File: src/rtl/vr_wheel_gen_pkg.sv
// vr_wheel_gen_pkg: shared types, default widths and the config check for the trigger-wheel emulator.
package vr_wheel_gen_pkg;

    localparam int PW_DEF = 24;
    localparam int TW_DEF = 8;

    typedef enum logic [1:0] {IDLE, HIGH, LOW, GAP} state_e;

    // Callers zero-extend to 32 bits so one function serves any PW/TW up to 32.
    function automatic logic cfg_valid(input logic [31:0] per, input logic [31:0] dty,
                                       input logic [31:0] tooth, input logic [31:0] miss);
        return per != 0 && dty != 0 && dty < per && miss < tooth && tooth != 0;
    endfunction

endpackage

File: src/rtl/vr_gen_slot_timer.sv
// vr_gen_slot_timer: slot cycle counter with clear/load and end-of-high / end-of-slot strobes.
module vr_gen_slot_timer #(
    parameter int PW = 24
) (
    input  logic          clk,
    input  logic          rst,
    input  logic          clr_i,
    input  logic          ld_i,
    input  logic [PW-1:0] ld_val_i,
    input  logic [PW-1:0] duty_i,
    input  logic [PW-1:0] period_i,
    output logic          duty_hit_o,
    output logic          per_hit_o
);

    logic [PW-1:0] cnt_q, cnt_d;

    assign cnt_d      = clr_i ? '0 : ld_i ? ld_val_i : cnt_q + 1'b1;
    assign duty_hit_o = cnt_q == duty_i - 1'b1;
    assign per_hit_o  = cnt_q == period_i - 1'b1;

    always_ff @(posedge clk or posedge rst)
        if (rst) cnt_q <= '0;
        else     cnt_q <= cnt_d;

endmodule

File: src/rtl/vr_wheel_gen.sv
// vr_wheel_gen: N-M trigger-wheel emulator with revolution marker and slot index.
// Define VR_WHEEL_GEN_ACCEL_EN to add per-revolution period stepping via accel_step.
module vr_wheel_gen
    import vr_wheel_gen_pkg::*;
#(
    parameter int PW = PW_DEF,
    parameter int TW = TW_DEF
) (
    input  logic          clk,
    input  logic          rst,
    input  logic          ena,
    input  logic [TW-1:0] tooth_num,
    input  logic [TW-1:0] miss_num,
    input  logic [PW-1:0] period,
    input  logic [PW-1:0] duty,
`ifdef VR_WHEEL_GEN_ACCEL_EN
    input  logic signed [PW-1:0] accel_step,
`endif
    output logic          vr_out,
    output logic [TW-1:0] slot_idx,
    output logic          rev_pulse,
    output logic          cfg_err
);

    state_e        state_q, state_d;
    logic [TW-1:0] slot_q, slot_d, tooth_q, tooth_d, miss_q, miss_d;
    logic [TW-1:0] nxt, tooth_n, miss_n;
    logic [PW-1:0] per_q, per_d, duty_q, duty_d, per_n;
    logic          vr_q, vr_d, rev_q, rev_d, err_q, err_d;
    logic          clr, ld, duty_hit, per_hit, wrap, gap, ok_n, ok_idle;

`ifdef VR_WHEEL_GEN_ACCEL_EN
    logic signed [PW+1:0] acc_sum;
    logic        [PW+1:0] acc_lo;
    logic        [PW-1:0] acc_per;

    // Sum kept two bits wider so both underflow and overflow are visible before clamping.
    always_comb begin
        acc_sum = $signed({2'b00, per_q}) + $signed({{2{accel_step[PW-1]}}, accel_step});
        acc_lo  = {2'b00, duty} + 1'b1;
        acc_per = (acc_sum[PW+1] || acc_sum < $signed(acc_lo)) ? acc_lo[PW-1:0] :
                  acc_sum[PW] ? '1 : acc_sum[PW-1:0];
    end
`endif

    always_comb begin
        nxt     = slot_q + 1'b1;
        wrap    = nxt == tooth_q;
        gap     = !wrap && nxt >= tooth_q - miss_q;
        tooth_n = wrap ? tooth_num : tooth_q;
        miss_n  = wrap ? miss_num : miss_q;
`ifdef VR_WHEEL_GEN_ACCEL_EN
        per_n   = wrap ? acc_per : per_q;
`else
        per_n   = period;
`endif
        ok_n    = cfg_valid(32'(per_n), 32'(duty), 32'(tooth_n), 32'(miss_n));
        ok_idle = cfg_valid(32'(period), 32'(duty), 32'(tooth_num), 32'(miss_num));
    end

    always_comb begin
        state_d = state_q;
        slot_d  = slot_q;
        vr_d    = vr_q;
        rev_d   = 1'b0;
        err_d   = err_q;
        per_d   = per_q;
        duty_d  = duty_q;
        tooth_d = tooth_q;
        miss_d  = miss_q;
        clr     = 1'b0;
        ld      = 1'b0;
        if (!ena) begin
            state_d = IDLE;
            slot_d  = '0;
            vr_d    = 1'b0;
            err_d   = 1'b0;
            clr     = 1'b1;
        end else if (state_q == IDLE) begin
            clr   = 1'b1;
            err_d = !ok_idle;
            if (ok_idle) begin
                state_d = HIGH;
                vr_d    = 1'b1;
                rev_d   = 1'b1;
                slot_d  = '0;
                per_d   = period;
                duty_d  = duty;
                tooth_d = tooth_num;
                miss_d  = miss_num;
            end
        end else if (per_hit) begin
            if (!ok_n) begin
                state_d = IDLE;
                slot_d  = '0;
                vr_d    = 1'b0;
                err_d   = 1'b1;
                clr     = 1'b1;
            end else begin
                state_d = gap ? GAP : HIGH;
                vr_d    = !gap;
                rev_d   = wrap;
                slot_d  = wrap ? '0 : nxt;
                ld      = 1'b1;
                per_d   = per_n;
                duty_d  = duty;
                tooth_d = tooth_n;
                miss_d  = miss_n;
            end
        end else if (state_q == HIGH && duty_hit) begin
            state_d = LOW;
            vr_d    = 1'b0;
        end
    end

    always_ff @(posedge clk or posedge rst)
        if (rst) begin
            state_q <= IDLE;
            slot_q  <= '0;
            vr_q    <= 1'b0;
            rev_q   <= 1'b0;
            err_q   <= 1'b0;
            per_q   <= '0;
            duty_q  <= '0;
            tooth_q <= '0;
            miss_q  <= '0;
        end else begin
            state_q <= state_d;
            slot_q  <= slot_d;
            vr_q    <= vr_d;
            rev_q   <= rev_d;
            err_q   <= err_d;
            per_q   <= per_d;
            duty_q  <= duty_d;
            tooth_q <= tooth_d;
            miss_q  <= miss_d;
        end

    vr_gen_slot_timer #(.PW(PW)) u_timer (
        .clk       (clk),
        .rst       (rst),
        .clr_i     (clr),
        .ld_i      (ld),
        .ld_val_i  ('0),
        .duty_i    (duty_q),
        .period_i  (per_q),
        .duty_hit_o(duty_hit),
        .per_hit_o (per_hit)
    );

    assign vr_out    = vr_q;
    assign slot_idx  = slot_q;
    assign rev_pulse = rev_q;
    assign cfg_err   = err_q;

endmodule

File: config.mk
export PLATFORM = sky130hd
export DESIGN_NAME = vr_wheel_gen
export DESIGN_NICKNAME = d
export VERILOG_FILES = /design/src/rtl/vr_wheel_gen_pkg.sv /design/src/rtl/vr_gen_slot_timer.sv /design/src/rtl/vr_wheel_gen.sv
export SDC_FILE = /design/constraint.sdc
export NUM_CORES = 1
export LEC_CHECK = 0
export ABC_AREA = 1
export BUFFER_PORTS_ARGS = -buffer_cell sky130_fd_sc_hd__buf_2
export CELL_PAD_IN_SITES_DETAIL_PLACEMENT = 1
export CELL_PAD_IN_SITES_GLOBAL_PLACEMENT = 2
export CORE_ASPECT_RATIO = 1.5
export CORE_MARGIN = 3
export CORE_UTILIZATION = 35
export DETAILED_ROUTE_END_ITERATION = 8
export PLACE_DENSITY = 0.9
export RECOVER_POWER = 50
export SLEW_MARGIN = 20
export SYNTH_ARGS = -nofsm -noshare
export SYNTH_HDL_FRONTEND = slang
export SYNTH_SLANG_ARGS = --single-unit
File: constraint.sdc
create_clock -name clk -period 9.59 [get_ports clk]
set_input_delay 1.4385 -clock clk [delete_from_list [all_inputs] [get_ports clk]]
set_output_delay 1.4385 -clock clk [all_outputs]
set_load 0.01 [all_outputs]
==> results.md <==
* Fmax at 191 MHz
* Via count at 8,691
* Tcrit/Tclk final at 54.5%
* Final hold violation count at 0
* Clk_lat worst skew at 0.37 ns
* Worst EP arrival at 5.49 ns
* CTS Buf Count at 9
* Hold Crit Class: flop to flop
* Power Dens Cells at 285 nW/µm²
* Initial antenna violation count at 1
* Core ar. at 24,500 µm²
* Hold path startpoint: miss_q[3]$_DFFE_PP0P_
* Most frequent cells in the layout: 395 x nand2_1, 149 x nand3_1, 143 x inv_1, 143 x nor2_1, 101 x dfrtp_1
* Post-synth ARST share at 100%
* Total Routing Usage GR at 22.7%
* Slew Limit Fails at 104
* DRT iter0 DRCs at 328
* CTS H-tree depth at 3
* Worst Tran Pin Value at 2.92 ns
* Final setup fails at 0
* DRC at 0
* Pre-Repair DR Iteration Count at 4
* Post-CTS Hold Buffers at 0
* Hold-critical path endpoint: miss_q[3]$_DFFE_PP0P_
* Worst relative slew slack at -95.8%
* Seq pwr share at 27.2%
* Synth Instances at 1,296
* Synth unique cells at 48
* Num ports at 78
* Ant diodes at 0
* Die span in x at 135 µm
* Clock Sinks at 101
* Initial Util at 35.7%
* Total gr overflow at 0
* I/O Buffers at 77
* Die height at 200 µm
* Post-Syn Area per Cell at 6.75 µm²
* Nets at 1,473
* Sw frac at 51.1%
* Placed standard-cell area at 9330 µm²
* R2R setup slack at 4.36 ns
* Outcome: finished, violations left
* FF-to-FF End: duty_q[21]$_DFFE_PP0P_
* CP Capture Type: flop
* Ys Warns at 0
* Flops & latches, synth at 101
* CTS resizes at 0
* EDFF count, synth at 0
* Final instance area at 9620 µm²
* MaxCap Viol Count at 2
* Main synth FF type: dfrtp_1
* Fin crit period at 5.23 ns
* Wire per inst at 17.6 µm
* GP Congestion at 0.860
* Post-synth net total at 1,420
* Clock tree buffer depth at 2
* DP Wirelength at 23,600 µm
* Setup Skew at 0.00694 ns
* Worst-case reg-to-reg path depth at 20
* Critical Path Source Type: flop
* P&R area growth vs syn at 9.97%
* Clock group share of total power at 14.5%
* FP Rows at 70
* Int Pwr at 1.34 mW
* Crit path kind: flop to flop
* Hold-critical path depth at 2
* CTS root buf: clkbuf_16
* # Post-CTS Setup Buffers at 0
* Combinational power share at 58.3%
* Full die area at 27,000 µm²
* Worst reg2reg path startpoint: slot_idx[0]$_DFFE_PP0P_
* CTS tree: yes
* Vias/cell at 5.18
* Crit-path max FO at 40
* Vias in the first global route at 9,150
* Global-route wire length before repair at 47,900 µm
* Reg clk slew, reported paths at 0.07 ns
* CP required at 9.85 ns
* Antenna Nets Post-Route at 0
* Share of layout cells above drive strength 1 at 8.86%
* Static Leakage at 4.95 nW
* Setup TNS at 0 ns
* WL final at 29,600 µm
* Netlist Area Pre-Place at 8750 µm²
* Seq/Total Area, Yosys at 28.9%
* Largest net degree at the start of global routing at 66
* Failing checks: max-capacitance violations, max-slew violations
* Max VDD drop at 162 µV
* Switching Power at 1.40 mW
* Unrepaired setup endpoints after global routing: false
* Most common cell after layout, fill and taps aside: nand2_1
-- area by class of cell --
| type | count | area [µm²] |
|---|---|---|
| sequential | 101 | 2530 |
| multi-input combinational | 1006 | 5410 |
| tap | 324 | 405 |
| fill | 3254 | 14900 |
| timing repair buffer | 82 | 407 |
| clock inverter | 4 | 52.6 |
| clock buffer | 12 | 256 |
| inverter | 149 | 561 |
-- cells in the mapped netlist (all sizes together), types with 2 or more instances --
library cell  number  share of area [%]
xnor2             30                3.0
o21bai             2               0.21
xor2              44                4.4
clkinv             2              0.086
nor3              15               0.86
o21ai             43                2.8
buf               26                2.3
ha                56                8.0
a21boi             2               0.17
nor4              13               0.93
a21oi             32                1.9
dfrtp            101                 29
clkbuf            14               0.60
or2                4               0.29
inv              147                6.3
nand4             25                1.8
nand3            152                8.9
a21o               2               0.17
o21a               4               0.34
o211ai             5               0.43
nor2             153                7.1
nor3b              5               0.43
a31oi              2               0.14
nand3b             4               0.34
xnor3              5                1.3
nand2            401                 17
-- cells by family after synthesis --
group                      count (synthesis)  synth area share [%]
buffers and inverters                    189                  9.26
xor gates and xnor gates                  80                  8.97
DFF                                      101                  28.9
and+or+nand+nor                          773                  38.2
AOI/OAI and AO/OA                         96                  6.48
adders and majority gates                 57                  8.24
-- worst max path at each step --
stage	start	end	slack [ns]
after floorplan	rst	cfg_err$_DFFE_PP0P_	5.50
after global placement	slot_idx[0]$_DFFE_PP0P_	miss_q[5]$_DFFE_PP0P_	4.40
after detailed placement	slot_idx[0]$_DFFE_PP0P_	duty_q[21]$_DFFE_PP0P_	4.33
after CTS	slot_idx[0]$_DFFE_PP0P_	duty_q[21]$_DFFE_PP0P_	4.33
after global routing	rst	u_timer.cnt_q[15]$_DFF_PP0_	3.71
final	slot_idx[0]$_DFFE_PP0P_	duty_q[21]$_DFFE_PP0P_	4.36
-- flip-flops by register name, indices dropped and copies added (netlist names) --
name / cells
cfg_err: 1
duty_q: 24
miss_q: 8
per_q: 24
rev_pulse: 1
slot_idx: 8
state_q: 2
tooth_q: 8
u_timer.cnt_q: 24
vr_out: 1
-- power groups by stage --
stage	combinational (mW)	clock, mW	sequential, mW
finish	1.59	0.397	0.745
global route	1.85	0.422	0.765
CTS	1.62	0.403	0.746
detailed placement	1.61	0	0.752
global placement	1.55	0	0.751
floorplan	1.27	0	0.689
-- layer usage --
layer	vias up	share of wire [%]	track usage (%)
met1	4295	39	24.4
li1	4261	-	-
met4	2	3.6	8.67
met3	48	1.7	2.72
met2	85	56	44.5
met5	-	0.024	0
-- through the flow --
stage | power, mW | std cells | utilization (%) | worst slack [ns] | hold WS (ns)
after floorplan | 1.96 | 1296 | - | 5.50 | 0.461
after global placement | 2.30 | 1662 | 38.0 | 4.40 | 0.479
after detailed placement | 2.36 | 1662 | 38.0 | 4.33 | 0.498
after CTS | 2.77 | 1678 | 39.3 | 4.33 | 0.516
after global routing | 3.03 | 1678 | 39.2 | 3.71 | 0.530
final | 2.74 | 1678 | 39.2 | 4.36 | 0.505
-- worst max-delay path, stage by stage (launching register included) --
cell	delay, ns
dfrtp_1	0.46
ha_1	0.38
xnor2_1	0.17
nand2_1	0.08
nor2_1	0.10
nand2_1	0.07
nor2_2	0.20
nand3_2	0.76
o21ai_0	0.65
ha_1	0.32
nand2_1	0.07
nor2_1	0.04
a211oi_1	0.24
nand4_1	0.17
a21oi_2	0.18
nand2_4	0.08
nand2_2	0.07
nand2_2	0.38
buf_4	0.44
nand2_1	0.13
nand2_1	0.06
No activity file was read; power rests on OpenSTA's default activity.
